`config.mk`:
```
export PLATFORM = sky130hd
export DESIGN_NAME = seven_seg_scan_driver
export DESIGN_NICKNAME = d
export VERILOG_FILES = /design/src/rtl/seven_seg_scan_driver.sv
export SDC_FILE = /design/constraint.sdc
export NUM_CORES = 1
export LEC_CHECK = 0
export ABC_AREA = 1
export ABC_CLOCK_PERIOD_IN_PS = 2310
export CAP_MARGIN = 5
export CELL_PAD_IN_SITES_DETAIL_PLACEMENT = 1
export CELL_PAD_IN_SITES_GLOBAL_PLACEMENT = 2
export CORE_ASPECT_RATIO = 0.5
export CORE_MARGIN = 2
export CORE_UTILIZATION = 34
export CTS_BUF_LIST = sky130_fd_sc_hd__clkbuf_4 sky130_fd_sc_hd__clkbuf_8 sky130_fd_sc_hd__clkbuf_16
export DETAILED_ROUTE_END_ITERATION = 7
export GPL_TIMING_DRIVEN = 0
export PLACE_DENSITY_LB_ADDON = 0.1
export SLEW_MARGIN = 20
export SYNTH_ARGS = -nofsm -noshare
export SYNTH_HDL_FRONTEND = slang
export SYNTH_SLANG_ARGS = --single-unit
```
`constraint.sdc`:
```
create_clock -name i_Clk -period 2.31 [get_ports i_Clk]
set_input_delay 0.3465 -clock i_Clk [delete_from_list [all_inputs] [get_ports i_Clk]]
set_output_delay 0.3465 -clock i_Clk [all_outputs]
set_load 0.05 [all_outputs]
```
`src/rtl/seven_seg_scan_driver.sv`:
```
// Multiplexed seven-segment scan driver: prescaled digit scan with a guard-blanked slot
// start, leading-zero suppression and a double-buffered value updated only between frames.
module seven_seg_scan_driver #(
    parameter int NUM_DIGITS  = 4,
    parameter int REFRESH_DIV = 1000,
    parameter int GUARD       = 2,
    parameter int ACTIVE_LOW  = 1
) (
    input  logic                    i_Clk,
    input  logic                    i_Rst_L,
    input  logic [4*NUM_DIGITS-1:0] i_Value,
    input  logic                    i_Load,
    input  logic                    i_Enable,
    input  logic                    i_Blank_Lead,
    output logic [6:0]              o_Segment,
    output logic [NUM_DIGITS-1:0]   o_Digit_En,
    output logic                    o_Frame_Done
);

    localparam int CNT_W = $clog2(REFRESH_DIV);
    localparam int IDX_W = (NUM_DIGITS > 1) ? $clog2(NUM_DIGITS) : 1;
    localparam logic [CNT_W-1:0] CNT_MAX = CNT_W'(REFRESH_DIV - 1);
    localparam logic [IDX_W-1:0] IDX_MAX = IDX_W'(NUM_DIGITS - 1);
    localparam logic [CNT_W-1:0] GUARD_C = CNT_W'(GUARD);
    localparam logic [6:0] SEG_OFF = (ACTIVE_LOW != 0) ? 7'h7F : 7'h00;
    localparam logic [NUM_DIGITS-1:0] DIG_OFF = (ACTIVE_LOW != 0) ? {NUM_DIGITS{1'b1}} : {NUM_DIGITS{1'b0}};

    logic [CNT_W-1:0]        r_Cnt;
    logic [IDX_W-1:0]        r_Idx;
    logic [4*NUM_DIGITS-1:0] r_Pend;
    logic                    r_Pend_Valid;
    logic [4*NUM_DIGITS-1:0] r_Buf;

    logic                  w_Boundary;
    logic [3:0]            w_Nib;
    logic                  w_Zero;
    logic                  w_Blank;
    logic                  w_On;
    logic [NUM_DIGITS-1:0] w_Dig;
    logic [6:0]            w_Seg;

    function automatic logic [6:0] seg_decode(input logic [3:0] nib);
        case (nib)
            4'h0: seg_decode = 7'h7E;
            4'h1: seg_decode = 7'h30;
            4'h2: seg_decode = 7'h6D;
            4'h3: seg_decode = 7'h79;
            4'h4: seg_decode = 7'h33;
            4'h5: seg_decode = 7'h5B;
            4'h6: seg_decode = 7'h5F;
            4'h7: seg_decode = 7'h70;
            4'h8: seg_decode = 7'h7F;
            4'h9: seg_decode = 7'h7B;
            4'hA: seg_decode = 7'h77;
            4'hB: seg_decode = 7'h1F;
            4'hC: seg_decode = 7'h4E;
            4'hD: seg_decode = 7'h3D;
            4'hE: seg_decode = 7'h4F;
            default: seg_decode = 7'h47;
        endcase
    endfunction

    assign w_Boundary = (r_Cnt == CNT_MAX) && (r_Idx == IDX_MAX);

    always_ff @(posedge i_Clk or negedge i_Rst_L) begin
        if (!i_Rst_L) begin
            r_Cnt <= '0;
            r_Idx <= '0;
        end else if (r_Cnt == CNT_MAX) begin
            r_Cnt <= '0;
            r_Idx <= (r_Idx == IDX_MAX) ? '0 : r_Idx + 1'b1;
        end else begin
            r_Cnt <= r_Cnt + 1'b1;
        end
    end

    // A load landing on the boundary still hands over the older pending value first.
    always_ff @(posedge i_Clk or negedge i_Rst_L) begin
        if (!i_Rst_L) begin
            r_Pend       <= '0;
            r_Pend_Valid <= 1'b0;
            r_Buf        <= '0;
        end else begin
            if (w_Boundary && r_Pend_Valid) begin
                r_Buf <= r_Pend;
            end
            if (i_Load) begin
                r_Pend       <= i_Value;
                r_Pend_Valid <= 1'b1;
            end else if (w_Boundary) begin
                r_Pend_Valid <= 1'b0;
            end
        end
    end

    // Walking down from the top digit, w_Zero means "this digit and all above are zero".
    always_comb begin
        w_Nib   = 4'h0;
        w_Zero  = 1'b1;
        w_Blank = 1'b0;
        for (int k = NUM_DIGITS - 1; k >= 0; k--) begin
            w_Zero = w_Zero && (r_Buf[4*k +: 4] == 4'h0);
            if (r_Idx == IDX_W'(k)) begin
                w_Nib   = r_Buf[4*k +: 4];
                w_Blank = i_Blank_Lead && (k != 0) && w_Zero;
            end
        end
    end

    always_comb begin
        w_On = i_Enable && (r_Cnt >= GUARD_C) && !w_Blank;
        w_Dig = '0;
        for (int k = 0; k < NUM_DIGITS; k++) begin
            w_Dig[k] = w_On && (r_Idx == IDX_W'(k));
        end
        w_Seg = w_On ? seg_decode(w_Nib) : 7'h00;
    end

    always_ff @(posedge i_Clk or negedge i_Rst_L) begin
        if (!i_Rst_L) begin
            o_Segment    <= SEG_OFF;
            o_Digit_En   <= DIG_OFF;
            o_Frame_Done <= 1'b0;
        end else begin
            o_Segment    <= (ACTIVE_LOW != 0) ? ~w_Seg : w_Seg;
            o_Digit_En   <= (ACTIVE_LOW != 0) ? ~w_Dig : w_Dig;
            o_Frame_Done <= w_Boundary;
        end
    end

endmodule
```
==> impl_results.md <==
* Detailed router's first-iteration violation count at 66
* Share of layout cells above drive strength 1 at 0.227
* Setup repair after global routing missed its margin: no
* Antenna Cells at 0
* Arrival time reported for the critical path endpoint at 2.33 ns
* Critical path type: register to register
* CTS clock-pin slew for the worst setup and hold paths at 0.05 ns
* Fin crit period at 2.07 ns
* Worst clock skew on the final layout at 0.00575 ns
* Horizontal die dimension at 134 um
* I/O Pins at 33
* WL per Instance at 13.6 um
* Slack of the worst reg-to-reg path at 0.24 ns
* Total iterations of the first detailed-routing run at 4
* H-tree levels at 3
* Worst setup SP type: register
* Hold Violations, Final at 0
* Max-slew headroom at the worst pin at 0.518
* Count of buffers added by post-CTS timing repair for setup at 0
* Antenna viol nets, final at 0
* Via-to-Cell Ratio at 4.43
* Met2 WL post-DR at 2680 um
* Port Buf Inserts at 32
* GRT Resource Usage Total at 0.164
* Highest routed metal layer: met4
* Setup WS post-layout at 0.240 ns
* Setup violation total in the final timing report at 0
* Total standard cell area after synthesis at 2860 um^2
* TritonCTS clock tree: yes
* Via count of the routed design at 2,137
* Post-Syn Nets at approximately 360
* Maxcap violations at 0
* Leakage dissipation at approximately 0.0018 uW
* Maximum number of buffers from clock root to sink at 2
* RePlAce Congestion at 0.761
* Share of the cycle needed by the critical path after routing at 0.896
* Gate Count Post-Synth at 323
* Warnings from Yosys at 0
* Worst Setup End Kind: register
* Most common library cell in the layout ignoring fill and taps: sky130_fd_sc_hd__nand2_1
* Leading cell types in the layout, fill and taps excluded: sky130_fd_sc_hd__nand2_1 (66), sky130_fd_sc_hd__dfrtp_1 (46), sky130_fd_sc_hd__inv_1 (41)
* Filler cell count at 947
* Post-cts sizing count at 0
* Routed length on met3 at between 200 and 300 um
* DRT met1 WL at 3440 um
* GR Overflow Total at 0
* Worst slack at placement at 0.0592 ns
* Post-DP HPWL at 4810 um
* Run status: complete, no violations
* Final-report max-slew violation count at 0
* Final Util at 0.448
* CTS root buffer: sky130_fd_sc_hd__clkbuf_16
* Vias in the first global route at 2,093
* Number of distinct standard cells referenced by the synthesized netlist at 27
* Achievable clock frequency at slightly below 0.5 GHz
* Pin count of the biggest net entering global routing at 58
* Total die area at 9190 um^2
* Sequential cell area fraction in the yosys report at 0.504
* Initial core utilization at 0.353
* Worst slew pin tran at 0.722 ns
* Sum of internal, switching and leakage power at 2520 uW
* Min-delay worst type: input pin to asynchronous set/reset pin
* Post-Synthesis Mean Instance Area at 8.84 um^2
* DRT Wirelength at roughly 6600 um
* Area growth from synthesis to layout at 27.0%
* DRC Markers at 0
* Global-route wire length before repair at ~11,000 um
* Critical Path RT at around 2.6 ns
* Antenna violations before repair at 0
* Num CTS Buffers at 9
* CTS Hold Bufs at 0
* Number of rows created at floorplan at 23
* Final #Nets at 400
* Std-Cell Core Area at 8090 um^2
* Chip height at about 69 um
* Yosys reg bits at 57
* Worst VDD drop at 401 uV
* Worst-Skew Late Latency at 0.33 ns
* CTS sink cnt at 57
* Largest fanout on the critical path at 8
* Power per cell area at between 600 and 700 nW/um^2
## cell type report
class | count | area [um^2] | area share
Timing Repair Buffer | 32 | 318 | 0.0876
Buffer | 8 | 57.6 | 0.0159
Sequential cell | 57 | 1440 | 0.397
Multi-Input combinational cell | 210 | 1190 | 0.328
Tap cell | 112 | 140 | 0.0386
Clock inverter | 3 | 40.0 | 0.0110
Inverter | 48 | 180 | 0.0497
Clock buffer | 12 | 260 | 0.0718
## through the flow
| stage | setup TNS (ns) | std cells | hold WS (ns) | area (um^2) |
|---|---|---|---|---|
| after global placement | -41.50 | 467 | 0.471 | 3320 |
| after CTS | 0 | 482 | 0.0923 | 3610 |
| after floorplan | 0 | 323 | 0.0509 | 2860 |
| final | 0 | 482 | 0.0671 | 3630 |
| after detailed placement | 0 | 467 | 0.456 | 3310 |
| after global routing | 0 | 482 | 0.115 | 3630 |
## routing by layer
layer	vias to the layer above	global-route usage
met5	-	0
met4	0	0.0878
met3	10	0.0556
met2	36	0.241
met1	988	0.218
li1	1103	-
## sequential cells by signal (all words and copies together), names as in the netlist
signal        cells
r_Cnt            10
r_Pend_Valid      1
r_Buf            16
r_Pend           16
o_Segment         7
o_Digit_En        4
r_Idx             2
o_Frame_Done      1
## final timing paths
check	startpoint	end	cells past startpoint
setup / recovery	r_Idx[0]	o_Segment[1]	12
hold / removal	i_Rst_L	r_Pend[14]	1
setup reg to reg	r_Idx[0]	o_Segment[1]	12
hold reg to reg	r_Buf[0]	r_Buf[0]	2
max in group asynchronous	i_Rst_L	r_Cnt[9]	1
min in group i_Clk	r_Buf[0]	r_Buf[0]	2
## critical path: stages, from the launching register on
cell and delay, ns:
sky130_fd_sc_hd__dfrtp_1 0.41, sky130_fd_sc_hd__inv_2 0.08, sky130_fd_sc_hd__ha_1 0.20, sky130_fd_sc_hd__buf_2 0.16, sky130_fd_sc_hd__nor2_1 0.18, sky130_fd_sc_hd__nand3_1 0.10
sky130_fd_sc_hd__nand3_1 0.11, sky130_fd_sc_hd__nand2_2 0.12, sky130_fd_sc_hd__ha_1 0.23, sky130_fd_sc_hd__inv_1 0.10, sky130_fd_sc_hd__nor2_1 0.06, sky130_fd_sc_hd__a21oi_2 0.17
sky130_fd_sc_hd__nand2_1 0.08
## synthesized netlist by cell type
cell type	instances	area [um^2]
sky130_fd_sc_hd__dfstp_2	11	289
sky130_fd_sc_hd__clkbuf_1	3	11.3
sky130_fd_sc_hd__nand4_4	1	21.3
sky130_fd_sc_hd__xor2_1	2	17.5
sky130_fd_sc_hd__a21oi_2	1	8.76
sky130_fd_sc_hd__o21ai_2	17	149
sky130_fd_sc_hd__buf_6	3	33.8
sky130_fd_sc_hd__nand3_1	25	125
sky130_fd_sc_hd__nand3_2	1	10.0
sky130_fd_sc_hd__nor3_1	2	10.0
sky130_fd_sc_hd__buf_2	1	5.00
sky130_fd_sc_hd__nor2_4	1	11.3
sky130_fd_sc_hd__o21bai_1	1	7.51
sky130_fd_sc_hd__dfrtp_1	46	1150
sky130_fd_sc_hd__nor2_2	1	6.26
sky130_fd_sc_hd__ha_1	13	163
sky130_fd_sc_hd__nand2_1	67	251
sky130_fd_sc_hd__inv_1	43	161
sky130_fd_sc_hd__nor2_1	20	75.1
sky130_fd_sc_hd__buf_4	1	7.51
sky130_fd_sc_hd__inv_2	5	18.8
sky130_fd_sc_hd__or2_2	2	12.5
sky130_fd_sc_hd__a21oi_1	12	60.1
sky130_fd_sc_hd__nand2_4	1	11.3
sky130_fd_sc_hd__nand2_2	16	100
sky130_fd_sc_hd__o211ai_1	1	7.51
sky130_fd_sc_hd__o21ai_0	26	130
## power breakdown
group          switching (uW)  leakage [uW]  internal, uW
Clock                     435      0.000152           893
Sequential               8.60      0.000710          1040
Combinational            93.0      0.000909          55.1
## cells by family after synthesis
| group | Yosys count | share of synthesized area |
|---|---|---|
| AOI/OAI and AO/OA | 58 | 0.127 |
| xor gates and xnor gates | 2 | 0.00614 |
| adders and majority gates | 13 | 0.0570 |
| buffers and inverters | 56 | 0.0833 |
| DFF | 57 | 0.504 |
| and+or+nand+nor | 137 | 0.222 |
No activity file was read; power rests on OpenSTA's default activity.
